===== src/rtl/uart_tx_fifo.sv =====
// Byte FIFO feeding a UART transmitter: queues host writes and launches one
// UART transmission per byte, waiting for the UART busy handshake to complete.
module uart_tx_fifo #(
  parameter int DEPTH  = 16,
  parameter int ADDR_W = 4
) (
  input  logic              clk,
  input  logic              rst,
  input  logic              wr_en,
  input  logic [7:0]        wr_data,
  input  logic              clr_ovf,
  input  logic              uart_busy,
  output logic              uart_transmit,
  output logic [7:0]        uart_tx_byte,
  output logic              full,
  output logic              empty,
  output logic [ADDR_W:0]   count,
  output logic              overflow,
  output logic              busy
);

  typedef enum logic [1:0] {
    IDLE      = 2'd0,
    LAUNCH    = 2'd1,
    WAIT_BUSY = 2'd2,
    WAIT_DONE = 2'd3
  } state_t;

  localparam logic [ADDR_W:0]   FULL_COUNT = (ADDR_W + 1)'(DEPTH);
  localparam logic [ADDR_W:0]   CNT_ONE    = (ADDR_W + 1)'(1);
  localparam logic [ADDR_W-1:0] PTR_ONE    = ADDR_W'(1);

  logic [7:0]        mem [DEPTH];
  state_t            state_q, state_d;
  logic [ADDR_W-1:0] wr_ptr_q, rd_ptr_q;
  logic [ADDR_W:0]   count_q, count_d;
  logic              ovf_q, ovf_d;
  logic              transmit_q;
  logic [7:0]        tx_byte_q;
  logic              full_w, empty_w, push, pop;

  // Flags come only from the registered count, never from wr_en.
  assign full_w  = (count_q == FULL_COUNT);
  assign empty_w = (count_q == '0);
  assign push    = wr_en && !full_w;

  always_comb begin
    state_d = state_q;
    pop     = 1'b0;
    case (state_q)
      IDLE: begin
        if (!empty_w && !uart_busy) begin
          pop     = 1'b1;
          state_d = LAUNCH;
        end
      end
      LAUNCH:    state_d = WAIT_BUSY;
      WAIT_BUSY: if (uart_busy)  state_d = WAIT_DONE;
      WAIT_DONE: if (!uart_busy) state_d = IDLE;
      default:   state_d = IDLE;
    endcase
  end

  always_comb begin
    count_d = count_q;
    case ({push, pop})
      2'b10:   count_d = count_q + CNT_ONE;
      2'b01:   count_d = count_q - CNT_ONE;
      default: count_d = count_q;
    endcase
  end

  // A dropped write beats a simultaneous clear so no overflow event is lost.
  always_comb begin
    ovf_d = ovf_q;
    if (wr_en && full_w) begin
      ovf_d = 1'b1;
    end else if (clr_ovf) begin
      ovf_d = 1'b0;
    end
  end

  always_ff @(posedge clk) begin
    if (rst) begin
      state_q    <= IDLE;
      wr_ptr_q   <= '0;
      rd_ptr_q   <= '0;
      count_q    <= '0;
      ovf_q      <= 1'b0;
      transmit_q <= 1'b0;
      tx_byte_q  <= 8'h00;
    end else begin
      state_q    <= state_d;
      count_q    <= count_d;
      ovf_q      <= ovf_d;
      transmit_q <= (state_d == LAUNCH);
      if (push) begin
        wr_ptr_q <= wr_ptr_q + PTR_ONE;
      end
      if (pop) begin
        rd_ptr_q  <= rd_ptr_q + PTR_ONE;
        tx_byte_q <= mem[rd_ptr_q];
      end
    end
  end

  // Storage has no reset so it can map onto block RAM.
  always_ff @(posedge clk) begin
    if (push && !rst) begin
      mem[wr_ptr_q] <= wr_data;
    end
  end

  assign uart_transmit = transmit_q;
  assign uart_tx_byte  = tx_byte_q;
  assign full          = full_w;
  assign empty         = empty_w;
  assign count         = count_q;
  assign overflow      = ovf_q;
  assign busy          = !empty_w || (state_q != IDLE);

endmodule


===== config.mk =====
export PLATFORM = sky130hd
export DESIGN_NAME = uart_tx_fifo
export DESIGN_NICKNAME = d
export VERILOG_FILES = /design/src/rtl/uart_tx_fifo.sv
export SDC_FILE = /design/constraint.sdc
export NUM_CORES = 1
export LEC_CHECK = 0
export CAP_MARGIN = 20
export CORE_MARGIN = 2
export CORE_UTILIZATION = 60
export CTS_CLUSTER_DIAMETER = 120
export DETAILED_ROUTE_END_ITERATION = 8
export MAX_ROUTING_LAYER = met4
export PLACE_DENSITY = 0.9
export SLEW_MARGIN = 10
export SYNTH_ARGS = -nofsm -noshare
export SYNTH_HDL_FRONTEND = slang
export SYNTH_SLANG_ARGS = --single-unit

===== constraint.sdc =====
create_clock -name clk -period 8.4 [get_ports clk]
set_input_delay 1.68 -clock clk [delete_from_list [all_inputs] [get_ports clk]]
set_output_delay 1.68 -clock clk [all_outputs]
set_load 0.05 [all_outputs]

==> qor.yml, run 1 <==
outcome:
  outcome: "completed"
run:
  cap_violations: 0
clock_network:
  htree_levels: 4
  cts_sinks: 153
  cts_buffers: 17
  clock_path_buffers: 2
  worstSkewPairLatency_ps: 530
  cts_tree: "yes"
  path_clk_slew_ps: 70
  root_buffer: "clkbuf_8"
  cts_hold_buf: 0
  cts_resized: 0
  cts_setup_buffers: 0
yosys:
  ys_warn_count: 0
  synth_ff_type: "edfxtp_1"
  async_reset_ff_frac: 0
  synth_enable_flop_cells: 128
  ys_top_cells_by_count: "edfxtp_1, nor2_1, mux2i_1, dfxtp_1, o22ai_1"
  synth.distinct_cells: 44
  syn-cell-area_um2: 6220
  yosysMostFrequentCell: "edfxtp_1"
  synth_nets: 420
  yosys.area.top_type_share: 0.617
  ys_ff_latch: 153
  synthCells: 398
  syn_avg_cell_area_um2: 15.6
  synth_area_leaders: "edfxtp_1, dfxtp_1, mux2i_1"
  synth_top_area_cell: "edfxtp_1"
  yosysSeqAreaShare: 0.698
global_routing:
  grt_pass1_wl_um: 20100
  track_usage: 0.256
  grt_overflow_total: 0
  first_global_vias: 3719
  grt_max_degree: 56
  grt_antenna_before_repair: 0
die:
  die-area_um2: 11200
  start_util: 0.611
  rows: 37
  die_y_um: 106
  boundaryPins: 31
  coreArea_um2: 10200
  die_w_um: 106
timing:
  clock.fmax_ghz: 0.226
  finalHoldViolations: 0
  clock_skew_ps: 11.1
  worstMarginPinSlew_ps: 965
  period_minus_slack_ps: 4430
  fin_setup_tns_ps: 0
  rsz0062_at_grt: "no"
  max_slew_margin: 0.353
  worst_slack_ps: 3970
  setup_viol: 0
  timing.final.crit_share: 0.528
  slew_viol_final: 0
routing:
  m1WireLength_um: 4830
  wl_met3_um: 1150
  drc: 0
  detail_route.vias_per_cell: 6.38
  drt_iter0_markers: 372
  wl_per_cell_um: 22.5
  drt-total-wl_um: 12900
  ant_nets: 0
  wl_met2_um: 6570
  top_layer_used: "met4"
  drt-pass1-iter-count: 6
  vias: 3674
placed_design:
  placed_area_um2: 6570
  dpl.hpwl_um: 7970
  finalWeightedCongestion: 0.827
  dp_slack_ps: 3440
  io_buffers: 30
finish:
  fin_nets: 449
  area_delta_synth_final_pct: 15.4
  seq_area_um2: 4350
  final_cell_area_um2: 7180
  num_antenna_cells: 0
  multi_input_area_um2: 1720
  n_fill_cell: 625
  drive_gt1_frac: 0.127
power_and_ir_drop:
  ir_drop_uv: 200
  p_leak_nw: 2.27
  powerDensity_nw_per_um2: 311
setup_path:
  path_class: "in -> reg"
  start_kind: "input pin"
  cp_slowest_stage_delay_ps: 810
  arrival_ps: 4910
  timing.critical_path.cells: "clkdlybuf4s50_1, nor3_1, a21boi_2, ha_1, ha_1, or4b_2, a21oi_1, a31oi_1, nand3_1"
  worstSetupEndpointType: "flop"
  cpMostUsedCell: "ha_1"
  required_ps: 8880
  cpMaxStageDelayCell: "a21boi_2"
  critical_path.max_fanout: 22
hold_path:
  min_path_type: "reg -> reg"
## layer usage
| layer | vias up | global-route usage |
|---|---|---|
| met5 | - | - |
| met4 | 0 | 0.110 |
| met3 | 49 | 0.0662 |
| met2 | 230 | 0.411 |
| met1 | 1787 | 0.310 |
| li1 | 1608 | - |
## report_power, final
| part | switching [mW] | internal [mW] | total, mW |
|---|---|---|---|
| Combinational | 0.360 | 0.196 | 0.556 |
| Clock | 0.339 | 0.412 | 0.751 |
| Sequential | 0.0551 | 0.871 | 0.926 |
| Total | 0.754 | 1.48 | 2.23 |
## logic make-up (layout without fill, tap and decap cells)
group | after synthesis | after routing | synth area share
flip-flops | 153 | 153 | 0.698
AND/OR/NAND/NOR | 83 | 83 | 0.0637
AO/OA/AOI/OAI | 59 | 59 | 0.0691
multiplexers | 56 | 56 | 0.112
buffers and inverters | 29 | 71 | 0.0263
adder cells (fa/ha/maj) | 9 | 9 | 0.0181
XOR/XNOR | 9 | 9 | 0.0127
## sequential cells by signal, indices dropped and copies added (netlist names)
name,flops
state_q,2
count,5
uart_tx_byte,8
mem,128
rd_ptr_q,4
overflow,1
uart_transmit,1
wr_ptr_q,4
## cell usage in the layout (no fill, tap or decap), types with 4 or more instances in the layout
master             n
clkdlybuf4s50_1   30
nor2_1            46
nand2_1           10
edfxtp_1         128
ha_1               9
inv_1              6
nor3_1             4
dfxtp_1           24
mux2i_1           45
inv_8              4
a21oi_1            6
mux4_2            11
a211oi_1           5
inv_6              4
o22ai_1           21
nor2b_1            4
clkbuf_16         16
xor2_1             6
a2111oi_0          6
## per-stage QoR
step	std cells	hold WS, ps	power [mW]	utilization
2_1_floorplan	398	506	1.34	-
4_1_cts	575	520	2.23	0.704
3_3_place_gp	543	498	1.47	0.645
6_report	576	519	2.23	0.705
3_5_place_dp	543	510	1.49	0.645
5_1_grt	576	562	2.31	0.705
## worst max-delay path, delay by kind of cell
kind,cells,cell delay [ps]
adders and majority gates,2,740
and+or+nand+nor,3,1010
buffers and inverters,1,440
AOI/OAI and AO/OA,3,1030
## area by class of cell
type	instances	area share
multi-input combinational	216	0.239
tap	136	0.0237
sequential	153	0.605
clock buffer	17	0.0576
timing repair buffer	33	0.0460
clock inverter	15	0.0253
inverter	6	0.00313
## path summary, 6_finish.rpt
kind | startpoint | endpoint | cells past startpoint | slack (ps)
worst min-delay path | uart_tx_byte[4] | uart_tx_byte[4] | 2 | 520
worst max register to register | count[4] | count[4] | 8 | 5150
worst max-delay path | uart_busy | count[4] | 9 | 3970
worst min register to register | uart_tx_byte[4] | uart_tx_byte[4] | 2 | 520
Note: power is estimated with default switching activity, not from simulation.
==> run 2, diff against run 1 <==
--- a/config.mk
+++ b/config.mk
@@ -7,11 +7,11 @@
 export LEC_CHECK = 0
 export CAP_MARGIN = 20
 export CORE_MARGIN = 2
-export CORE_UTILIZATION = 60
+export CORE_UTILIZATION = 54
 export CTS_CLUSTER_DIAMETER = 120
 export DETAILED_ROUTE_END_ITERATION = 8
 export MAX_ROUTING_LAYER = met4
-export PLACE_DENSITY = 0.9
+export PLACE_DENSITY = 0.86
 export SLEW_MARGIN = 10
 export SYNTH_ARGS = -nofsm -noshare
 export SYNTH_HDL_FRONTEND = slang
==> constraint.sdc (replaced) <==
create_clock -name clk -period 4 [get_ports clk]
set_input_delay 0.8 -clock clk [delete_from_list [all_inputs] [get_ports clk]]
set_output_delay 0.8 -clock clk [all_outputs]
set_load 0.05 [all_outputs]
==> qor.yml, run 2 (same netlist as run 1, synthesis figures left out) <==
outcome:
  outcome: "completed"
timing:
  rsz0062_at_grt: "no"
  clock_skew_ps: 6.47  # -4.67 ps
  clock.fmax_ghz: 0.307
  fin_setup_tns_ps: 0  # unchanged
  finalHoldViolations: 0  # unchanged
  setup_viol: 0  # unchanged
  period_minus_slack_ps: 3260
  timing.final.crit_share: 0.814
  slew_viol_final: 0  # unchanged
  hold_slack_ps: 503  # -15.4 ps
  worstMarginPinSlew_ps: 945  # -20.7 ps
  max_slew_margin: 0.368  # +0.0153
clock_network:
  root_buffer: "clkbuf_16"
  path_clk_slew_ps: 60  # about the same
  cts_sinks: 153  # unchanged
  clock_path_buffers: 2  # unchanged
  cts_tree: "yes"
  htree_levels: 4  # unchanged
  worstSkewPairLatency_ps: 420  # -110 ps
  cts_buffers: 17  # unchanged
  cts_setup_buffers: 0  # unchanged
  cts_hold_buf: 0  # unchanged
  cts_resized: 0  # unchanged
placed_design:
  dpl.hpwl_um: 8060  # +1.1%
  finalWeightedCongestion: 0.804  # -2.8%
  post-place-cells: 552  # +1.7%
  io_buffers: 30  # unchanged
finish:
  fin_util: 0.639  # -0.0659
  layout_common_cells: "edfxtp_1, nor2_1, mux2i_1"
  n_fill_cell: 770  # +23%
  seq_area_um2: 4350  # unchanged
  top_register: "mem"
  fin_nets: 450  # +0.22%
  area_delta_synth_final_pct: 16.3
  layout_commonest_cell: "edfxtp_1"
  largest_reg_flops: 128  # unchanged
  final_cell_count_no_fill: 584  # +1.4%
  num_antenna_cells: 0  # unchanged
  drive_gt1_frac: 0.129  # +0.00198
  multi_input_area_um2: 1720  # unchanged
die:
  coreArea_um2: 11300  # +11%
  die_y_um: 111  # +5.2%
  die_w_um: 111  # +5.2%
  boundaryPins: 31  # unchanged
  die-area_um2: 12400  # +11%
  rows: 39  # +5.4%
  start_util: 0.550  # -0.0613
setup_path:
  worstSetupEndpointType: "output port"
  path_depth: 3  # -6
  start_kind: "flop"
  worstRegToRegCells: 9  # +1
  path_class: "reg -> out"
  path_buf_inv: 1  # unchanged
  required_ps: 3200  # -5680 ps
  timing.critical_path.cells: "or4_4, nor2_1, clkdlybuf4s50_1"
  cp_slowest_stage_delay_ps: 830  # +20 ps
  arrival_ps: 2460  # -2450 ps
  critical_path.max_fanout: 10  # -55%
  cpMaxStageDelayCell: "clkdlybuf4s50_1"
  critPathTopFamily: "buffers and inverters"
routing:
  ant_nets: 0  # unchanged
  vias: 3564  # -3.0%
  drt_iter0_markers: 419  # +13%
  detail_route.vias_per_cell: 6.10  # -4.3%
  drt-pass1-iter-count: 5  # -1
  drt-total-wl_um: 12800  # -0.97%
  drc: 0  # unchanged
  wl_per_cell_um: 21.9  # -2.3%
global_routing:
  grt_overflow_total: 0  # unchanged
  track_usage: 0.223  # -0.0326
  first_global_vias: 3654  # -1.7%
  grt_antenna_before_repair: 0  # unchanged
  grt_max_degree: 33  # -41%
  grt_pass1_wl_um: 19900  # -1.3%
hold_path:
  worst_hold_path.num_cells: 2  # unchanged
  min_path_type: "reg -> reg"
power_and_ir_drop:
  ir_drop_uv: 607  # +200%
  p_leak_nw: 2.29  # +1.1%
  powerDensity_nw_per_um2: 664  # +110%
run:
  cap_violations: 0  # unchanged
[run 2: changes by cell type in the layout (fill, tap and decap cells not counted), sizes merged]
cell / previous run / this run
bufinv: 1 / 3
buf: 3 / 4
clkinv: 3 / 1
[run 2: worst paths after layout]
check	slack [ps]	start	endpoint
setup / recovery	740	count[1]	full
hold / removal	500	uart_tx_byte[1]	uart_tx_byte[1]
setup reg to reg	1130	count[1]	count[4]
hold reg to reg	500	uart_tx_byte[1]	uart_tx_byte[1]
[run 2: cell type report]
| cell class | count | area share |
|---|---|---|
| flip-flops and latches | 153 | 0.600 |
| multi-input cells | 216 | 0.238 |
| clock buffers | 17 | 0.0588 |
| repair buffers | 34 | 0.0474 |
| clock inverters | 15 | 0.0282 |
| well taps | 143 | 0.0247 |
| inverters | 6 | 0.00311 |
[run 2: worst min-delay path: stages (launching register included)]
cell      delay, ps
dfxtp_1         310
nor2_1          100
a211oi_1         50
[run 2: power by group]
group          switching [mW]  leakage (nW)  internal (mW)  total [mW]
registers               0.111          1.36           1.83        1.94
logic                   0.765         0.637          0.414        1.18
clock network           0.679         0.300           1.01        1.69
total                    1.56          2.29           3.25        4.81
[run 2: layer usage]
metal	wire, µm	vias to the layer above	share of wire	track usage
met2	6620	189	0.52	0.365
met3	997	27	0.078	0.0697
met4	348	0	0.027	0.0840
met5	0	-	0	-
li1	-	1604	-	-
met1	4850	1744	0.38	0.261
[run 2: metrics by stage]
stage | total power, mW | cell area (µm²) | worst slack (ps)
floorplan | 2.81 | 6220 | 651
global placement | 3.10 | 6610 | 611
detailed placement | 3.15 | 6610 | 471
CTS | 4.83 | 7240 | 736
global route | 4.98 | 7240 | 646
finish | 4.81 | 7240 | 744
